$ cat src/rtl/microcode_control_pkg.sv
// Shared ISA/control definitions for the multi-cycle microcode controller.
// Holds the FSM state encoding, datapath mux encodings, RV32 major opcode
// constants (instruction bits [6:2]) and mcause trap codes.
package microcode_control_pkg;

    typedef enum logic [2:0] {
        ST_FETCH    = 3'd0,
        ST_DECODE   = 3'd1,
        ST_MEM      = 3'd2,
        ST_MEM_DONE = 3'd3,
        ST_TRAP     = 3'd4,
        ST_HALT     = 3'd5
    } state_t;

    // Memory address source
    localparam logic [1:0] ADDR_PC  = 2'd0;
    localparam logic [1:0] ADDR_ALU = 2'd1;

    // Register-file write-back source
    localparam logic [1:0] RD_ALU = 2'd0;
    localparam logic [1:0] RD_MEM = 2'd1;
    localparam logic [1:0] RD_CSR = 2'd2;

    // ALU operand 1: register, PC or zero
    localparam logic [1:0] IN1_RS = 2'd0;
    localparam logic [1:0] IN1_PC = 2'd1;
    localparam logic [1:0] IN1_ZR = 2'd2;

    // ALU operand 2: register, immediate or instruction size (link value)
    localparam logic [1:0] IN2_RS = 2'd0;
    localparam logic [1:0] IN2_IM = 2'd1;
    localparam logic [1:0] IN2_IS = 2'd2;

    // Major opcodes, instruction bits [6:2]
    localparam logic [4:0] OPC_LOAD    = 5'b00000;
    localparam logic [4:0] OPC_MISCMEM = 5'b00011;
    localparam logic [4:0] OPC_OPIMM   = 5'b00100;
    localparam logic [4:0] OPC_AUIPC   = 5'b00101;
    localparam logic [4:0] OPC_STORE   = 5'b01000;
    localparam logic [4:0] OPC_OP      = 5'b01100;
    localparam logic [4:0] OPC_LUI     = 5'b01101;
    localparam logic [4:0] OPC_BRANCH  = 5'b11000;
    localparam logic [4:0] OPC_JALR    = 5'b11001;
    localparam logic [4:0] OPC_JAL     = 5'b11011;
    localparam logic [4:0] OPC_SYSTEM  = 5'b11100;

    // mcause codes
    localparam logic [3:0] CAUSE_NONE        = 4'd0;
    localparam logic [3:0] CAUSE_FETCH_FAULT = 4'd1;
    localparam logic [3:0] CAUSE_ILLEGAL     = 4'd2;
    localparam logic [3:0] CAUSE_LOAD_FAULT  = 4'd5;
    localparam logic [3:0] CAUSE_STORE_FAULT = 4'd7;
    localparam logic [3:0] CAUSE_ECALL_M     = 4'd11;

endpackage

$ cat src/rtl/microcode_control_mem_watchdog.sv
// mem_watchdog: counts wait cycles of one memory access.
// Ports:
//   clk, rst_n : clock, synchronous active-low reset
//   clear      : hold count at zero (outside an access)
//   tick       : one more cycle spent waiting
//   expired    : this wait cycle is the TIMEOUT-th one; always 0 when TIMEOUT=0
module mem_watchdog #(
    parameter int TIMEOUT = 16
) (
    input  logic clk,
    input  logic rst_n,
    input  logic clear,
    input  logic tick,
    output logic expired
);
    // Width is $clog2(TIMEOUT+1); keep one bit when the watchdog is disabled.
    localparam int CW = (TIMEOUT > 0) ? $clog2(TIMEOUT + 1) : 1;
    localparam logic [CW-1:0] LIMIT    = CW'(TIMEOUT);
    localparam logic [CW-1:0] LIMIT_M1 = (TIMEOUT > 0) ? CW'(TIMEOUT - 1) : '0;

    logic [CW-1:0] cnt;

    always_ff @(posedge clk) begin
        if (!rst_n || clear) begin
            cnt <= '0;
        end else if (tick && cnt != LIMIT) begin
            cnt <= cnt + CW'(1);
        end
    end

    // Fires in the cycle whose increment makes the count reach TIMEOUT, so the
    // controller leaves after exactly TIMEOUT unanswered cycles.
    assign expired = (TIMEOUT != 0) && tick && !clear && (cnt == LIMIT_M1);

endmodule

$ cat src/rtl/microcode_control.sv
// microcode_control: multi-cycle RV32 control FSM (fetch, decode, memory,
// trap, debug halt) driving datapath strobes and mux selects.
// Ports:
//   clk, rst_n                 : clock, synchronous active-low reset
//   opcode[4:0], f3[2:0]       : IR bits [6:2] and funct3 (IR stable after fetch)
//   mem_complete               : memory access finished this cycle
//   halt_req, resume_req       : debug requests
//   write_pc..load_op          : datapath strobes
//   addr_sel, rd_sel,
//   alu_insel1, alu_insel2     : datapath mux selects (package encodings)
//   trap, trap_cause, retire   : trap pulse, held mcause, retire pulse
//   halted                     : core is in debug halt
//   dbg_state                  : current FSM state
//
// Handshake: a memory access is requested by holding mem_read/mem_write with a
// stable address; it is accepted in the cycle mem_complete=1, at which point
// the FSM advances. The controller never withdraws a request except on
// timeout or reset.
module microcode_control
    import microcode_control_pkg::*;
#(
    parameter int MEM_TIMEOUT = 16,
    parameter bit HAS_DEBUG   = 1'b1
) (
    input  logic       clk,
    input  logic       rst_n,
    input  logic [4:0] opcode,
    input  logic [2:0] f3,
    input  logic       mem_complete,
    input  logic       halt_req,
    input  logic       resume_req,
    output logic       write_pc,
    output logic       write_rd,
    output logic       write_csr,
    output logic       write_ir,
    output logic       mem_read,
    output logic       mem_write,
    output logic       load_op,
    output logic [1:0] addr_sel,
    output logic [1:0] rd_sel,
    output logic [1:0] alu_insel1,
    output logic [1:0] alu_insel2,
    output logic       trap,
    output logic [3:0] trap_cause,
    output logic       retire,
    output logic       halted,
    output logic [2:0] dbg_state
);
    state_t     state, state_nxt;
    logic [3:0] cause_q, cause_nxt;
    logic       wd_clear, wd_tick, wd_expired;
    logic       in_access;
    logic       is_store;
    state_t     fetch_target;

    mem_watchdog #(.TIMEOUT(MEM_TIMEOUT)) u_watchdog (
        .clk     (clk),
        .rst_n   (rst_n),
        .clear   (wd_clear),
        .tick    (wd_tick),
        .expired (wd_expired)
    );

    always_ff @(posedge clk) begin
        if (!rst_n) begin
            state   <= ST_FETCH;
            cause_q <= CAUSE_NONE;
        end else begin
            state   <= state_nxt;
            cause_q <= cause_nxt;
        end
    end

    // Counter runs only while waiting on memory; any other state clears it,
    // so it is zero on every entry into FETCH or MEM.
    assign in_access = (state == ST_FETCH) || (state == ST_MEM);
    assign wd_clear  = !in_access;
    assign wd_tick   = in_access && !mem_complete;

    assign is_store   = (opcode == OPC_STORE);
    assign trap_cause = cause_q;
    assign dbg_state  = state;

    // halt_req is only looked at when the FSM is about to enter FETCH.
    assign fetch_target = (HAS_DEBUG && halt_req) ? ST_HALT : ST_FETCH;

    always_comb begin
        state_nxt  = state;
        cause_nxt  = cause_q;
        write_pc   = 1'b0;
        write_rd   = 1'b0;
        write_csr  = 1'b0;
        write_ir   = 1'b0;
        mem_read   = 1'b0;
        mem_write  = 1'b0;
        load_op    = 1'b0;
        addr_sel   = ADDR_PC;
        rd_sel     = RD_ALU;
        alu_insel1 = IN1_RS;
        alu_insel2 = IN2_RS;
        trap       = 1'b0;
        retire     = 1'b0;
        halted     = 1'b0;

        case (state)
            ST_FETCH: begin
                mem_read = 1'b1;
                write_ir = 1'b1;
                if (mem_complete) begin
                    state_nxt = ST_DECODE;
                end else if (wd_expired) begin
                    state_nxt = ST_TRAP;
                    cause_nxt = CAUSE_FETCH_FAULT;
                end
            end

            ST_DECODE: begin
                case (opcode)
                    OPC_LUI, OPC_AUIPC, OPC_JAL, OPC_JALR, OPC_OPIMM, OPC_OP: begin
                        case (opcode)
                            OPC_LUI:   begin alu_insel1 = IN1_ZR; alu_insel2 = IN2_IM; end
                            OPC_AUIPC: begin alu_insel1 = IN1_PC; alu_insel2 = IN2_IM; end
                            OPC_JAL,
                            OPC_JALR:  begin alu_insel1 = IN1_PC; alu_insel2 = IN2_IS; end
                            OPC_OPIMM: begin alu_insel1 = IN1_RS; alu_insel2 = IN2_IM; end
                            default:   begin alu_insel1 = IN1_RS; alu_insel2 = IN2_RS; end
                        endcase
                        write_rd  = 1'b1;
                        rd_sel    = RD_ALU;
                        write_pc  = 1'b1;
                        retire    = 1'b1;
                        state_nxt = fetch_target;
                    end
                    OPC_BRANCH, OPC_MISCMEM: begin
                        write_pc  = 1'b1;
                        retire    = 1'b1;
                        state_nxt = fetch_target;
                    end
                    OPC_SYSTEM: begin
                        if (f3 != 3'd0) begin
                            rd_sel    = RD_CSR;
                            write_rd  = 1'b1;
                            write_csr = 1'b1;
                            write_pc  = 1'b1;
                            retire    = 1'b1;
                            state_nxt = fetch_target;
                        end else begin
                            state_nxt = ST_TRAP;
                            cause_nxt = CAUSE_ECALL_M;
                        end
                    end
                    OPC_LOAD, OPC_STORE: begin
                        state_nxt = ST_MEM;
                    end
                    default: begin
                        state_nxt = ST_TRAP;
                        cause_nxt = CAUSE_ILLEGAL;
                    end
                endcase
            end

            ST_MEM: begin
                alu_insel1 = IN1_RS;
                alu_insel2 = IN2_IM;
                addr_sel   = ADDR_ALU;
                mem_read   = !is_store;
                mem_write  = is_store;
                if (mem_complete) begin
                    state_nxt = ST_MEM_DONE;
                end else if (wd_expired) begin
                    state_nxt = ST_TRAP;
                    cause_nxt = is_store ? CAUSE_STORE_FAULT : CAUSE_LOAD_FAULT;
                end
            end

            ST_MEM_DONE: begin
                if (!is_store) begin
                    write_rd = 1'b1;
                    rd_sel   = RD_MEM;
                    load_op  = 1'b1;
                end
                write_pc  = 1'b1;
                retire    = 1'b1;
                state_nxt = fetch_target;
            end

            ST_TRAP: begin
                trap      = 1'b1;
                write_pc  = 1'b1;
                state_nxt = fetch_target;
            end

            ST_HALT: begin
                halted = HAS_DEBUG;
                if (!HAS_DEBUG || (resume_req && !halt_req)) begin
                    state_nxt = ST_FETCH;
                end
            end

            default: begin
                state_nxt = ST_FETCH;
            end
        endcase
    end

endmodule

$ cat config.mk
export PLATFORM = sky130hd
export DESIGN_NAME = microcode_control
export DESIGN_NICKNAME = d
export VERILOG_FILES = /design/src/rtl/microcode_control_pkg.sv /design/src/rtl/microcode_control_mem_watchdog.sv /design/src/rtl/microcode_control.sv
export SDC_FILE = /design/constraint.sdc
export NUM_CORES = 1
export LEC_CHECK = 0
export BUFFER_PORTS_ARGS = -buffer_cell sky130_fd_sc_hd__buf_2
export CELL_PAD_IN_SITES_DETAIL_PLACEMENT = 1
export CELL_PAD_IN_SITES_GLOBAL_PLACEMENT = 1
export CORE_MARGIN = 3
export CORE_UTILIZATION = 33
export CTS_CLUSTER_DIAMETER = 100
export CTS_CLUSTER_SIZE = 30
export DETAILED_ROUTE_END_ITERATION = 6
export GPL_TIMING_DRIVEN = 0
export HOLD_SLACK_MARGIN = 0.12
export PLACE_DENSITY_LB_ADDON = 0.1
export SETUP_SLACK_MARGIN = 0.4
export SLEW_MARGIN = 20
export SYNTH_ARGS = -nofsm -noshare
export SYNTH_HDL_FRONTEND = slang
export SYNTH_HIERARCHICAL = 1
export SYNTH_SLANG_ARGS = --single-unit
$ cat constraint.sdc
create_clock -name clk -period 2.2 [get_ports clk]
set_clock_uncertainty 0.15 [all_clocks]
set_input_delay 0.22 -clock clk [delete_from_list [all_inputs] [get_ports clk]]
set_output_delay 0.22 -clock clk [all_outputs]
set_load 0.01 [all_outputs]
==> results list <==
- Top Ports: 38
- In the final layout, the share of cells above drive strength 1 is between 50 and 60%.
- The floorplan has 19 rows.
* Syn Std Cell Area: slightly below 1000 um2
- Final worst path period share: 91.9%
* Wire length of the first global-routing pass: around 5.4 mm
- Averaged over all synthesized cells, the footprint is ~7.6 um2.
* Status: finished, final reports clean
- Register area share after synthesis: around 25%
* Layout Utilization: 53.5%
- Per report_power, the combinational group accounts for between 30% and 40% of the total.
- STA classifies the critical path startpoint as a flop.
* Via count of the first global-routing pass: 1075
- Critical setup path kind: flop to output pin
- Final max-slew violation count: 0
- Clock latency of the later-clocked register in the worst-skew pair: 270 ps
* Required time of the worst setup path: 1830 ps
- In this run, the clock network consumes approximately 27% of the power.
- Critical-path maximum fanout: 4
- Async SR Flop Fraction: 0%
- Dividing the detail-routed via count by the number of cells gives between 5 and 6.
- Among all flip-flop cells after synthesis, the most frequent one is sky130_fd_sc_hd__dfxtp_1.
- The worst register-to-register path begins at dbg_state[0]$_SDFFE_PN0P_.
- Die ar.: roughly 3700 um2
- Number of synthesized register bits: 12
- Registers are responsible for between 30% and 40% of the overall power.
- For this run, the top clock speed supported by timing is approximately 0.49 GHz.
- Shortest period the worst path allows: around 2000 ps
* Worst hold endpoint: u_watchdog/cnt[0]$_SDFFE_PP0P_
- For this design the static power due to leakage is 0.000712 uW.
- Cell-internal power: 434 uW
- Across the VDD grid, the largest voltage drop is 0.392 mV.
* # Max-Cap Violations: 0
- For this run the aggregate overflow at the end of global routing stands at 0.
- Number of cells on the critical path: 5
- Post-route setup TNS: 0 ps
* Number of detailed-routing iterations run before antenna repair: 4
* Filler cells: between 300 and 400
* Yosys warnings: 6
- For the worst setup path, the data arrival time is about 1700 ps.
* Clock net sink count: 12
- Clock tree root buffer cell: sky130_fd_sc_hd__clkbuf_4
* Routed length per instance: roughly 17 um
- Cell count of the worst hold path: 3
- Largest delay share family, worst path: simple AND/OR/NAND/NOR gates
- The detail route stage leaves a number of antenna-violating nets equal to 0.
- TritonCTS built the clock tree.
- Worst Min Path Start: rst_n
- The initial utilization of the core area, before any placement, comes to 35.2%.
* Slowest CP cell: sky130_fd_sc_hd__or4_1
* Power dissipated by switching net loads: roughly 220 uW
- Count of antenna diodes in the layout: 0
* Total power divided by cell area: ~440 nW/um2
* First DRT Iteration DRCs: 40
- Setup repair after global routing could not meet its margin everywhere.
- Summed over all nets, the half-perimeter wirelength after detailed placement is ~2.5 mm.
* Leading cell types by total area after synthesis: sky130_fd_sc_hd__dfxtp_1, sky130_fd_sc_hd__nor2_1, sky130_fd_sc_hd__nand2b_1
- Reg2Reg Setup Slack: between 200 and 300 ps
- Floorplan die width: about 60 um
- During placement, the flow inserted port buffers numbering 36.
- The largest single stage delay on the critical path is between 300 and 400 ps.
- The worst register-to-register path ends at dbg_state[1]$_SDFFE_PN0P_.
- Area of the multi-input gates: roughly 780 um2
* Switching share of power: approximately 33%
- Total wirelength of the detailed-routed design: approximately 3.5 mm
* Number of flops mapped to enable cells by yosys: 0
- After clock tree synthesis, the clock-pin slew on the worst setup and hold paths is 80 ps.
* CP Capture Type: output pin
* Total nets after synthesis: 145
- Synthesis produced a netlist whose cell count is roughly 130.
- After detailed routing, the number of remaining DRC violations is 0.
* Number of failing hold endpoints at the final stage: 0
- H-tree level count: 1
- Via total after detailed routing: 1161
- After the last flow step, the layout net total stands at 198.
* Reg2reg path depth: 11
- Worst min-delay path category: input pin to flop
* Largest net degree at the start of global routing: 11
* Area overhead of the layout relative to synthesis: 52.0%
* Number of different library cells in the post-synthesis netlist: 45
* Number of CTS-inserted buffers: 3
- The die is 60.5 um tall.
* Combined flip-flop and latch cell area: approximately 250 um2
* Buffers & Inverters on Critical Path: 1
- Floorplan Core Area: 2780 um2
- Weighted congestion at the end of routability-driven global placement: approximately 0.82
* Library cell occupying the most area in the post-synthesis netlist: sky130_fd_sc_hd__dfxtp_1
* Clock buffer depth: 2
- The number of antenna violations at the first check in global routing came to 0.
- Walking the worst path, the cells encountered are nor3b_4, and3_4, and2_4, or4_1, buf_2.
- Top-area cell type share of the netlist area: roughly a quarter
- Global-route usage over all layers: 19.8%
- Number of failing setup endpoints in the final timing report: 0
## how the worst max path moves through the flow
stage                                          from                    endpoint  slack, ps
after CTS                 dbg_state[1]$_SDFFE_PN0P_               alu_insel1[0]        170
after detailed placement  dbg_state[0]$_SDFFE_PN0P_   dbg_state[2]$_SDFFE_PN0P_        130
after global placement    dbg_state[0]$_SDFFE_PN0P_  trap_cause[1]$_SDFFE_PN0P_        160
after global routing      dbg_state[1]$_SDFFE_PN0P_               alu_insel1[0]        120
after floorplan           dbg_state[0]$_SDFFE_PN0P_  trap_cause[1]$_SDFFE_PN0P_        290
final                     dbg_state[0]$_SDFFE_PN0P_                    write_rd        180
## cell type report
type                       count  share of cell area [%]
sequential                    12                    16.7
multi-input combinational    100                    52.6
tap                           31                    2.61
inverter                       9                    2.52
timing repair buffer          48                    18.8
clock buffer                   4                    2.44
buffer                         8                    4.37
## power groups by stage
stage / Sequential (uW) / Clock, uW / Combinational (uW)
2_1_floorplan: 245 / 0 / 117
3_3_place_gp: 245 / 0 / 174
3_5_place_dp: 246 / 0 / 181
4_1_cts: 243 / 184 / 215
5_1_grt: 246 / 200 / 251
6_report: 244 / 177 / 229
## kinds of logic (layout without fill, tap and decap cells)
logic type	Yosys count	in the layout	synth area share, %
flip-flops	12	12	24.6
adder cells (fa/ha/maj)	3	3	3.84
other	1	1	0.383
AO/OA/AOI/OAI	27	27	19.1
XOR/XNOR	2	2	1.79
AND/OR/NAND/NOR	65	65	39.5
multiplexers	2	2	2.05
buffers and inverters	17	69	8.82
## metrics by stage
| step | total power (uW) | setup WS, ps | cells | cell area [um2] | hold slack, ps |
|---|---|---|---|---|---|
| 2_1_floorplan | 362 | 286 | 129 | 1000 | 231 |
| 3_3_place_gp | 419 | 163 | 196 | 1220 | 315 |
| 3_5_place_dp | 428 | 134 | 196 | 1220 | 326 |
| 4_1_cts | 642 | 171 | 208 | 1410 | 122 |
| 5_1_grt | 697 | 121 | 212 | 1490 | 226 |
| 6_report | 650 | 179 | 212 | 1490 | 225 |
## cells in the mapped netlist, types with 2 or more instances
cell and number:
sky130_fd_sc_hd__dfxtp_1 12, sky130_fd_sc_hd__nor2_1 12, sky130_fd_sc_hd__inv_1 9, sky130_fd_sc_hd__nand3_1 8, sky130_fd_sc_hd__nand2_1 7, sky130_fd_sc_hd__nand2b_1 7, sky130_fd_sc_hd__a21oi_1 4, sky130_fd_sc_hd__and2_1 4
sky130_fd_sc_hd__nor2b_1 4, sky130_fd_sc_hd__nor3_1 4, sky130_fd_sc_hd__o21ai_0 4, sky130_fd_sc_hd__a21o_1 3, sky130_fd_sc_hd__a31oi_1 3, sky130_fd_sc_hd__and3_1 3, sky130_fd_sc_hd__buf_2 3, sky130_fd_sc_hd__buf_4 3
sky130_fd_sc_hd__ha_1 3, sky130_fd_sc_hd__nor3b_1 3, sky130_fd_sc_hd__o21ai_1 3, sky130_fd_sc_hd__a21boi_1 2, sky130_fd_sc_hd__mux2i_1 2, sky130_fd_sc_hd__nand4_1 2, sky130_fd_sc_hd__xor2_1 2
## repair_timing
item                                   CTS  global route
setup endpoints to repair               13            19
endpoints found under the hold margin    0             1
gates resized for setup                 27            10
pin swaps                               17             5
hold buffers                             0             1
setup buffers                            8             3
## flip-flops by register name, indices dropped and copies added, names as in the netlist
register,flops
u_watchdog/cnt,5
dbg_state,3
trap_cause,4
## routing by layer
metal  routed length [um]  global-route usage, %  vias to the layer above
met1                 1610                   28.3                      565
met4                   29                   3.72                        0
met2                 1720                   31.3                       31
met3                  161                   3.83                        4
li1                     -                      -                      561
met5                    0                      0                        -
## layout by cell type (no fill, tap or decap), types with 3 or more instances in the layout
| cell | netlist | routed |
|---|---|---|
| sky130_fd_sc_hd__buf_2 | 3 | 36 |
| sky130_fd_sc_hd__buf_4 | 3 | 14 |
| sky130_fd_sc_hd__nand3_1 | 8 | 8 |
| sky130_fd_sc_hd__inv_1 | 9 | 8 |
| sky130_fd_sc_hd__dfxtp_1 | 12 | 8 |
| sky130_fd_sc_hd__nor2_1 | 12 | 6 |
| sky130_fd_sc_hd__nand2b_1 | 7 | 5 |
| sky130_fd_sc_hd__o21ai_1 | 3 | 5 |
| sky130_fd_sc_hd__nand2_1 | 7 | 5 |
| sky130_fd_sc_hd__buf_6 | 1 | 4 |
| sky130_fd_sc_hd__a21oi_1 | 4 | 4 |
| sky130_fd_sc_hd__nor2_4 | 0 | 3 |
| sky130_fd_sc_hd__and2_1 | 4 | 3 |
| sky130_fd_sc_hd__nor2_2 | 0 | 3 |
| sky130_fd_sc_hd__a21o_1 | 3 | 3 |
| sky130_fd_sc_hd__a31oi_1 | 3 | 3 |
| sky130_fd_sc_hd__clkbuf_4 | 0 | 3 |
| sky130_fd_sc_hd__dfxtp_2 | 0 | 3 |
| sky130_fd_sc_hd__ha_1 | 3 | 3 |
## worst register-to-register path: cells and delay by family, from the launching register on
kind / cells / cell delay (ps)
AO/OA/AOI/OAI: 1 / 170
flip-flops: 1 / 350
AND/OR/NAND/NOR: 7 / 790
buffers and inverters: 3 / 360
No activity file was read; power rests on OpenSTA's default activity.
